## src/rtl/led_status_arbiter_if.sv

```systemverilog
// Bundle between the status sources and the LED arbiter.
// Optional macro: LED_BLINK_EN adds the per-source blink request.
// The master side is the group of status sources. The slave side is the arbiter.
interface led_status_arbiter_if #(
  parameter int N_REQ = 4
);

  logic [N_REQ-1:0]         req;
  logic [10*N_REQ-1:0]      pattern;
`ifdef LED_BLINK_EN
  logic [N_REQ-1:0]         blink;
`endif
  logic [N_REQ-1:0]         ack;
  logic [$clog2(N_REQ)-1:0] grant_id;
  logic                     busy;
  logic [9:0]               led_out;

  modport master (
    output req,
    output pattern,
`ifdef LED_BLINK_EN
    output blink,
`endif
    input  ack,
    input  grant_id,
    input  busy,
    input  led_out
  );

  modport slave (
    input  req,
    input  pattern,
`ifdef LED_BLINK_EN
    input  blink,
`endif
    output ack,
    output grant_id,
    output busy,
    output led_out
  );

endinterface

```

## src/rtl/led_status_arbiter.sv

```systemverilog
// Round-robin arbiter that shares the 10 user LEDs between status sources.
// Each grant is shown for at least HOLD_CYCLES clocks. When no source holds
// a grant, the LEDs show IDLE_PATTERN. led_out is active-high and feeds the
// existing LED inversion stage.
// Optional macro: LED_BLINK_EN. When it is defined, a source can ask for its
// pattern to blink, toggling every BLINK_DIV clocks.
module led_status_arbiter #(
  parameter int         N_REQ        = 4,
  parameter int         HOLD_CYCLES  = 25000000,
  parameter logic [9:0] IDLE_PATTERN = 10'b0000000001
`ifdef LED_BLINK_EN
  ,
  parameter int         BLINK_DIV    = 6250000
`endif
) (
  input logic                clk,
  input logic                reset_n,
  led_status_arbiter_if.slave bus
);

  localparam int PW = $clog2(N_REQ);
  localparam int DW = $clog2(HOLD_CYCLES + 1);
  localparam logic [DW-1:0] HOLD_LOAD = DW'(HOLD_CYCLES - 1);
  localparam logic [PW-1:0] LAST_ID   = PW'(N_REQ - 1);

  typedef enum logic {
    IDLE = 1'b0,
    SHOW = 1'b1
  } state_t;

  state_t           state_q,  state_d;
  logic [DW-1:0]    dwell_q,  dwell_d;
  logic [PW-1:0]    rr_ptr_q, rr_ptr_d;
  logic [9:0]       led_q,    led_d;
  logic [N_REQ-1:0] ack_q,    ack_d;
  logic [PW-1:0]    grant_q,  grant_d;
  logic             busy_q,   busy_d;

`ifdef LED_BLINK_EN
  localparam int BW = $clog2(BLINK_DIV + 1);
  localparam logic [BW-1:0] BLINK_LAST = BW'(BLINK_DIV);

  // Latched copy of the granted pattern. led_out alternates between this
  // copy and all-off, so the copy must be kept on its own.
  logic [9:0]    latched_q,  latched_d;
  logic          blink_en_q, blink_en_d;
  logic [BW-1:0] blink_cnt_q, blink_cnt_d;
  logic [BW-1:0] blink_cnt_inc;
  logic          blink_off_q, blink_off_d;
`endif

  logic          win_valid;
  logic [PW-1:0] win_id;
  logic          take;

  // Round-robin pick: first requester at or after rr_ptr, wrapping modulo N_REQ.
  always_comb begin
    win_valid = 1'b0;
    win_id    = '0;
    // The scan runs from the farthest offset back to offset 0, so the last
    // hit written is the closest requester to rr_ptr.
    for (int off = N_REQ - 1; off >= 0; off--) begin
      if (bus.req[(int'(rr_ptr_q) + off) % N_REQ]) begin
        win_valid = 1'b1;
        win_id    = PW'((int'(rr_ptr_q) + off) % N_REQ);
      end
    end
  end

  // Next-state and next-output logic for the IDLE/SHOW controller.
  always_comb begin
    // NOTE: every variable gets a default first. Without it, a path that
    // does not assign the variable would infer a latch.
    state_d  = state_q;
    dwell_d  = dwell_q;
    rr_ptr_d = rr_ptr_q;
    led_d    = led_q;
    ack_d    = '0;
    grant_d  = grant_q;
    busy_d   = busy_q;
    take     = 1'b0;
`ifdef LED_BLINK_EN
    latched_d     = latched_q;
    blink_en_d    = blink_en_q;
    blink_cnt_d   = blink_cnt_q;
    blink_off_d   = blink_off_q;
    blink_cnt_inc = blink_cnt_q + 1'b1;
`endif

    unique case (state_q)
      IDLE: begin
        if (win_valid) take = 1'b1;
      end
      SHOW: begin
        if (dwell_q != '0) begin
          // While the dwell runs, the display is frozen. Source-side changes
          // to req or pattern are ignored until the dwell expires.
          dwell_d = dwell_q - 1'b1;
`ifdef LED_BLINK_EN
          if (blink_cnt_inc == BLINK_LAST) begin
            blink_cnt_d = '0;
            blink_off_d = ~blink_off_q;
          end else begin
            blink_cnt_d = blink_cnt_inc;
          end
          led_d = (blink_en_q && blink_off_d) ? 10'b0 : latched_q;
`endif
        end else if (win_valid) begin
          take = 1'b1;
        end else begin
          // grant_id keeps the last winner so software can see who showed last.
          state_d = IDLE;
          led_d   = IDLE_PATTERN;
          busy_d  = 1'b0;
`ifdef LED_BLINK_EN
          blink_cnt_d = '0;
          blink_off_d = 1'b0;
`endif
        end
      end
    endcase

    // A new grant behaves the same way from IDLE and on re-arbitration.
    if (take) begin
      state_d  = SHOW;
      led_d    = bus.pattern[int'(win_id)*10 +: 10];
      ack_d    = N_REQ'(1) << win_id;
      grant_d  = win_id;
      busy_d   = 1'b1;
      dwell_d  = HOLD_LOAD;
      rr_ptr_d = (win_id == LAST_ID) ? '0 : win_id + 1'b1;
`ifdef LED_BLINK_EN
      latched_d   = bus.pattern[int'(win_id)*10 +: 10];
      blink_en_d  = bus.blink[win_id];
      blink_cnt_d = '0;
      blink_off_d = 1'b0;
`endif
    end
  end

  // State and output registers. Reset aborts any grant in progress, so no
  // ack is left pending after reset is released.
  always_ff @(posedge clk or negedge reset_n) begin
    if (!reset_n) begin
      state_q  <= IDLE;
      dwell_q  <= '0;
      rr_ptr_q <= '0;
      led_q    <= IDLE_PATTERN;
      ack_q    <= '0;
      grant_q  <= '0;
      busy_q   <= 1'b0;
`ifdef LED_BLINK_EN
      latched_q   <= '0;
      blink_en_q  <= 1'b0;
      blink_cnt_q <= '0;
      blink_off_q <= 1'b0;
`endif
    end else begin
      // NOTE: non-blocking assignments make all registers update together
      // from the values they had before the clock edge.
      state_q  <= state_d;
      dwell_q  <= dwell_d;
      rr_ptr_q <= rr_ptr_d;
      led_q    <= led_d;
      ack_q    <= ack_d;
      grant_q  <= grant_d;
      busy_q   <= busy_d;
`ifdef LED_BLINK_EN
      latched_q   <= latched_d;
      blink_en_q  <= blink_en_d;
      blink_cnt_q <= blink_cnt_d;
      blink_off_q <= blink_off_d;
`endif
    end
  end

  assign bus.led_out  = led_q;
  assign bus.ack      = ack_q;
  assign bus.grant_id = grant_q;
  assign bus.busy     = busy_q;

endmodule

```

## src/flat_wrapper.sv

```systemverilog
// flat-port wrapper written by rule: the top's interface ports become plain ports
module led_status_arbiter_flat 
#(
  parameter int         N_REQ        = 4,
  parameter int         HOLD_CYCLES  = 25000000,
  parameter logic [9:0] IDLE_PATTERN = 10'b0000000001

)
  (clk, reset_n, bus_req, bus_pattern, bus_ack, bus_grant_id, bus_busy, bus_led_out);
  led_status_arbiter_if #(.N_REQ(N_REQ)) bus_i ();
  input logic clk;
  input logic reset_n;
  input wire logic [$bits(bus_i.req)-1:0] bus_req;
  input wire logic [$bits(bus_i.pattern)-1:0] bus_pattern;
  output wire logic [$bits(bus_i.ack)-1:0] bus_ack;
  output wire logic [$bits(bus_i.grant_id)-1:0] bus_grant_id;
  output wire logic [$bits(bus_i.busy)-1:0] bus_busy;
  output wire logic [$bits(bus_i.led_out)-1:0] bus_led_out;
  assign bus_i.req = bus_req;
  assign bus_i.pattern = bus_pattern;
  assign bus_ack = bus_i.ack;
  assign bus_grant_id = bus_i.grant_id;
  assign bus_busy = bus_i.busy;
  assign bus_led_out = bus_i.led_out;
  led_status_arbiter #(.N_REQ(N_REQ), .HOLD_CYCLES(HOLD_CYCLES), .IDLE_PATTERN(IDLE_PATTERN)) u_core (.clk(clk), .reset_n(reset_n), .bus(bus_i));
endmodule
```

## config.mk

```make
export PLATFORM = sky130hd
export DESIGN_NAME = led_status_arbiter_flat
export DESIGN_NICKNAME = d
export VERILOG_FILES = /design/src/rtl/led_status_arbiter_if.sv /design/src/rtl/led_status_arbiter.sv /design/src/flat_wrapper.sv
export SDC_FILE = /design/constraint.sdc
export NUM_CORES = 1
export LEC_CHECK = 0
export ABC_AREA = 0
export ABC_CLOCK_PERIOD_IN_PS = 2400
export BUFFER_PORTS_ARGS = -buffer_cell sky130_fd_sc_hd__buf_2
export CAP_MARGIN = 5
export CORE_ASPECT_RATIO = 0.6
export CORE_MARGIN = 10
export CORE_UTILIZATION = 56
export CTS_BUF_LIST = sky130_fd_sc_hd__clkbuf_8
export DETAILED_ROUTE_END_ITERATION = 6
export PLACE_DENSITY = 0.82
export REMOVE_ABC_BUFFERS = 1
export SLEW_MARGIN = 0
export SYNTH_ARGS = -nofsm -noshare
export SYNTH_HDL_FRONTEND = slang
export SYNTH_SLANG_ARGS = --single-unit
```

## constraint.sdc

```tcl
create_clock -name clk -period 2.4 [get_ports clk]
set_input_delay 0.24 -clock clk [delete_from_list [all_inputs] [get_ports clk]]
set_output_delay 0.24 -clock clk [all_outputs]
set_load 0.02 [all_outputs]
```

==> summary.txt <==
Status - finished clean
Initial Util - 60.1%
Max Slew Vio Count - 0
Latest clock arrival within the worst-skew pair - 0.31 ns
Reg clk slew, reported paths - 0.09 ns
Initial antenna violation count - 0
Drt pass-1 iters - 5
Detailed placement HPWL - 6090 µm
Minimum clock period - 2.22 ns
Total GRT Usage - 19.3%
Crit path buf inv count - 2
Synth Register Bits - 45
Share of layout cells above drive strength 1 - 27.4%
Slew at the pin with the worst max-slew slack - 0.566 ns
First-pass GRT wire length - 13300 µm
Leak - 1.51 nW
Post-synth EDFFs - 0
Worst Hold Margin - 0.00652 ns
CTS tree - built
Worst Setup Path Type - reg -> reg
Reg-to-reg critical path startpoint - u_core.dwell_q[0]
CP Cell Sequence - inv_1, ha_1, nor3b_4, nand2_2, o41ai_4, buf_4, nand2_8, o31ai_1
Die width - 112 µm
Most frequent cells in the layout - buf_2, dfrtp_1, o21ai_0
Antenna Diode Count - 0
Post-detailed-route DRC marker count - 0
Post-synthesis cell type count - 56
Antenna viol nets, final - 0
Area leader, netlist - dfrtp_1
Worst-path maximum fanout - 18
Fmax - 451 MHz
# fillers - 355
Final Cycle Share - 92.3%
Worst EP required - 2.61 ns
1st-iter DRT viols - 222
Synth Flop Type - dfrtp_1
TritonCTS Buffers - 5
Worst EP arrival - 2.42 ns
Reg2Reg Depth - 8
CP Depth - 8
WL final - 8080 µm
Postcts setup bufs - 0
Synth Warn # - 0
Hold buffers post-CTS - 0
Min-delay worst type - in -> async
Per-cell routed wire length - 18.7 µm
Cell family with most CP delay - compound AO/OA/AOI/OAI gates
Die ar. - 8420 µm²
Most common cell after layout, fill and taps aside - buf_2
Die Ht - 75.2 µm
Final setup violation count - 0
Internal reg-to-reg setup slack - 0.18 ns
CP max stage delay - 0.42 ns
IO buf count - 62
Clock Root Buffer - clkbuf_8
Sequential area share after synthesis - 39.7%
Clock Sinks - 45
Vias in the first global route - 2590
Io pins - 63
Synthesized cell area - 2840 µm²
Synth top area cells - dfrtp_1, and3_1, o21ai_0, a211oi_1, o31ai_1
Post-synth ARST share - 100%
Core area - 4730 µm²
RSZ-0062 raised after global routing - no
Cells after Synth - 304
Max Cap Viol - 0
Slowest cell on crit path - dfrtp_1
Mapped Avg Cell Area - 9.35 µm²
Critical path startpoint - u_core.dwell_q[0]
RD Place Congestion - 0.972
Largest net degree at the start of global routing - 46
Row count - 19
CP endpoint - u_core.bus.led_out[2]
Vias per cell - 6.47
Worst Skew - 0.0105 ns
Maximum vdd drop - 0.641 mV
CTS resizes - 0
Worst setup EP type - register
Overall Power - 2.07 mW
Type of origin of the critical path - register
Vias - 2796
Global route total overflow - 0
Max Buffers Root-to-Sink - 2
Nets@finish - 419
RR Endpoint - u_core.bus.led_out[2]
PwrDens - 617 nW/µm²
CTS H-Tree Depth - 2
P&R area growth vs syn - 18.0%
Yosys top cell area share - 38.7%
Relative slew slack - 62.2%
Hold Fails Final Rpt - 0
kinds of logic after synthesis:
group	count (synthesis)	share of synthesized area [%]
compound gates	104	25.6
fa+ha+maj	5	2.20
buf+inv	31	5.55
flops	45	39.7
mux	4	1.50
simple gates	113	24.9
xor+xnor	2	0.616
metrics by stage:
stage	util (%)	TNS, ns	setup slack [ns]	instances	instance area, µm²
global placement	68.4	0	0.298	424	3240
floorplan	-	-2.21	-0.239	282	2720
detailed placement	68.4	0	0.217	424	3240
CTS	70.9	0	0.189	432	3360
finish	70.9	0	0.184	432	3360
global route	70.9	0	0.00491	432	3360
routing by layer:
layer,vias to the layer above,wire length (µm),GRT usage (%)
met5,-,46,3.33
met4,2,102,6.02
met3,13,640,4.52
met2,124,3600,28.8
met1,1347,3690,26.9
li1,1310,-,-
worst min path at each step:
stage                                  end  slack (ns)  cells past startpoint
floorplan                u_core.bus.ack[0]       -0.06                      0
global placement        u_core.dwell_q[13]        0.36                      2
detailed placement      u_core.dwell_q[11]        0.36                      2
CTS                     u_core.rr_ptr_q[1]        0.02                      2
global route            u_core.rr_ptr_q[1]        0.04                      2
finish              u_core.bus.grant_id[1]       0.007                      2
synth_stat cells, drive strengths merged (4+ instances only):
| master | n |
|---|---|
| dfrtp | 44 |
| o21ai | 28 |
| and3 | 24 |
| a211oi | 18 |
| a21oi | 16 |
| nand2 | 15 |
| nor4 | 14 |
| o31ai | 14 |
| clkbuf | 13 |
| nand3 | 12 |
| nor2 | 12 |
| nor3 | 10 |
| buf | 9 |
| inv | 9 |
| or4 | 6 |
| ha | 5 |
| or3 | 5 |
| nor2b | 4 |
| o31a | 4 |
registers in the layout, summed over array words and instances, names as in the netlist:
name,count
u_core.bus.busy,1
u_core.bus.grant_id,2
u_core.bus.ack,4
u_core.bus.led_out,10
u_core.rr_ptr_q,2
u_core.state_q,1
u_core.dwell_q,25
worst reg2reg max path: cells and delay by family (launching register included):
family                   cells  cell delay, ns
AO/OA/AOI/OAI                2            0.66
adder cells (fa/ha/maj)      1            0.18
buffers and inverters        2            0.34
AND/OR/NAND/NOR              3            0.51
flip-flops                   1            0.42
area by class of cell:
class,instances,area (µm²),area share (%)
inverter,9,33.8,1.01
timing repair buffer,79,438,13.0
clock inverter,2,37.5,1.12
sequential,45,1130,33.6
clock buffer,6,82.6,2.46
multi-input combinational,228,1560,46.4
tap,63,78.8,2.35
power by group:
group          total (mW)  switching (mW)  internal, mW
Combinational       0.490           0.253         0.237
Clock               0.613           0.274         0.339
Sequential          0.967           0.133         0.834
Power figures use the tool's default switching activity.
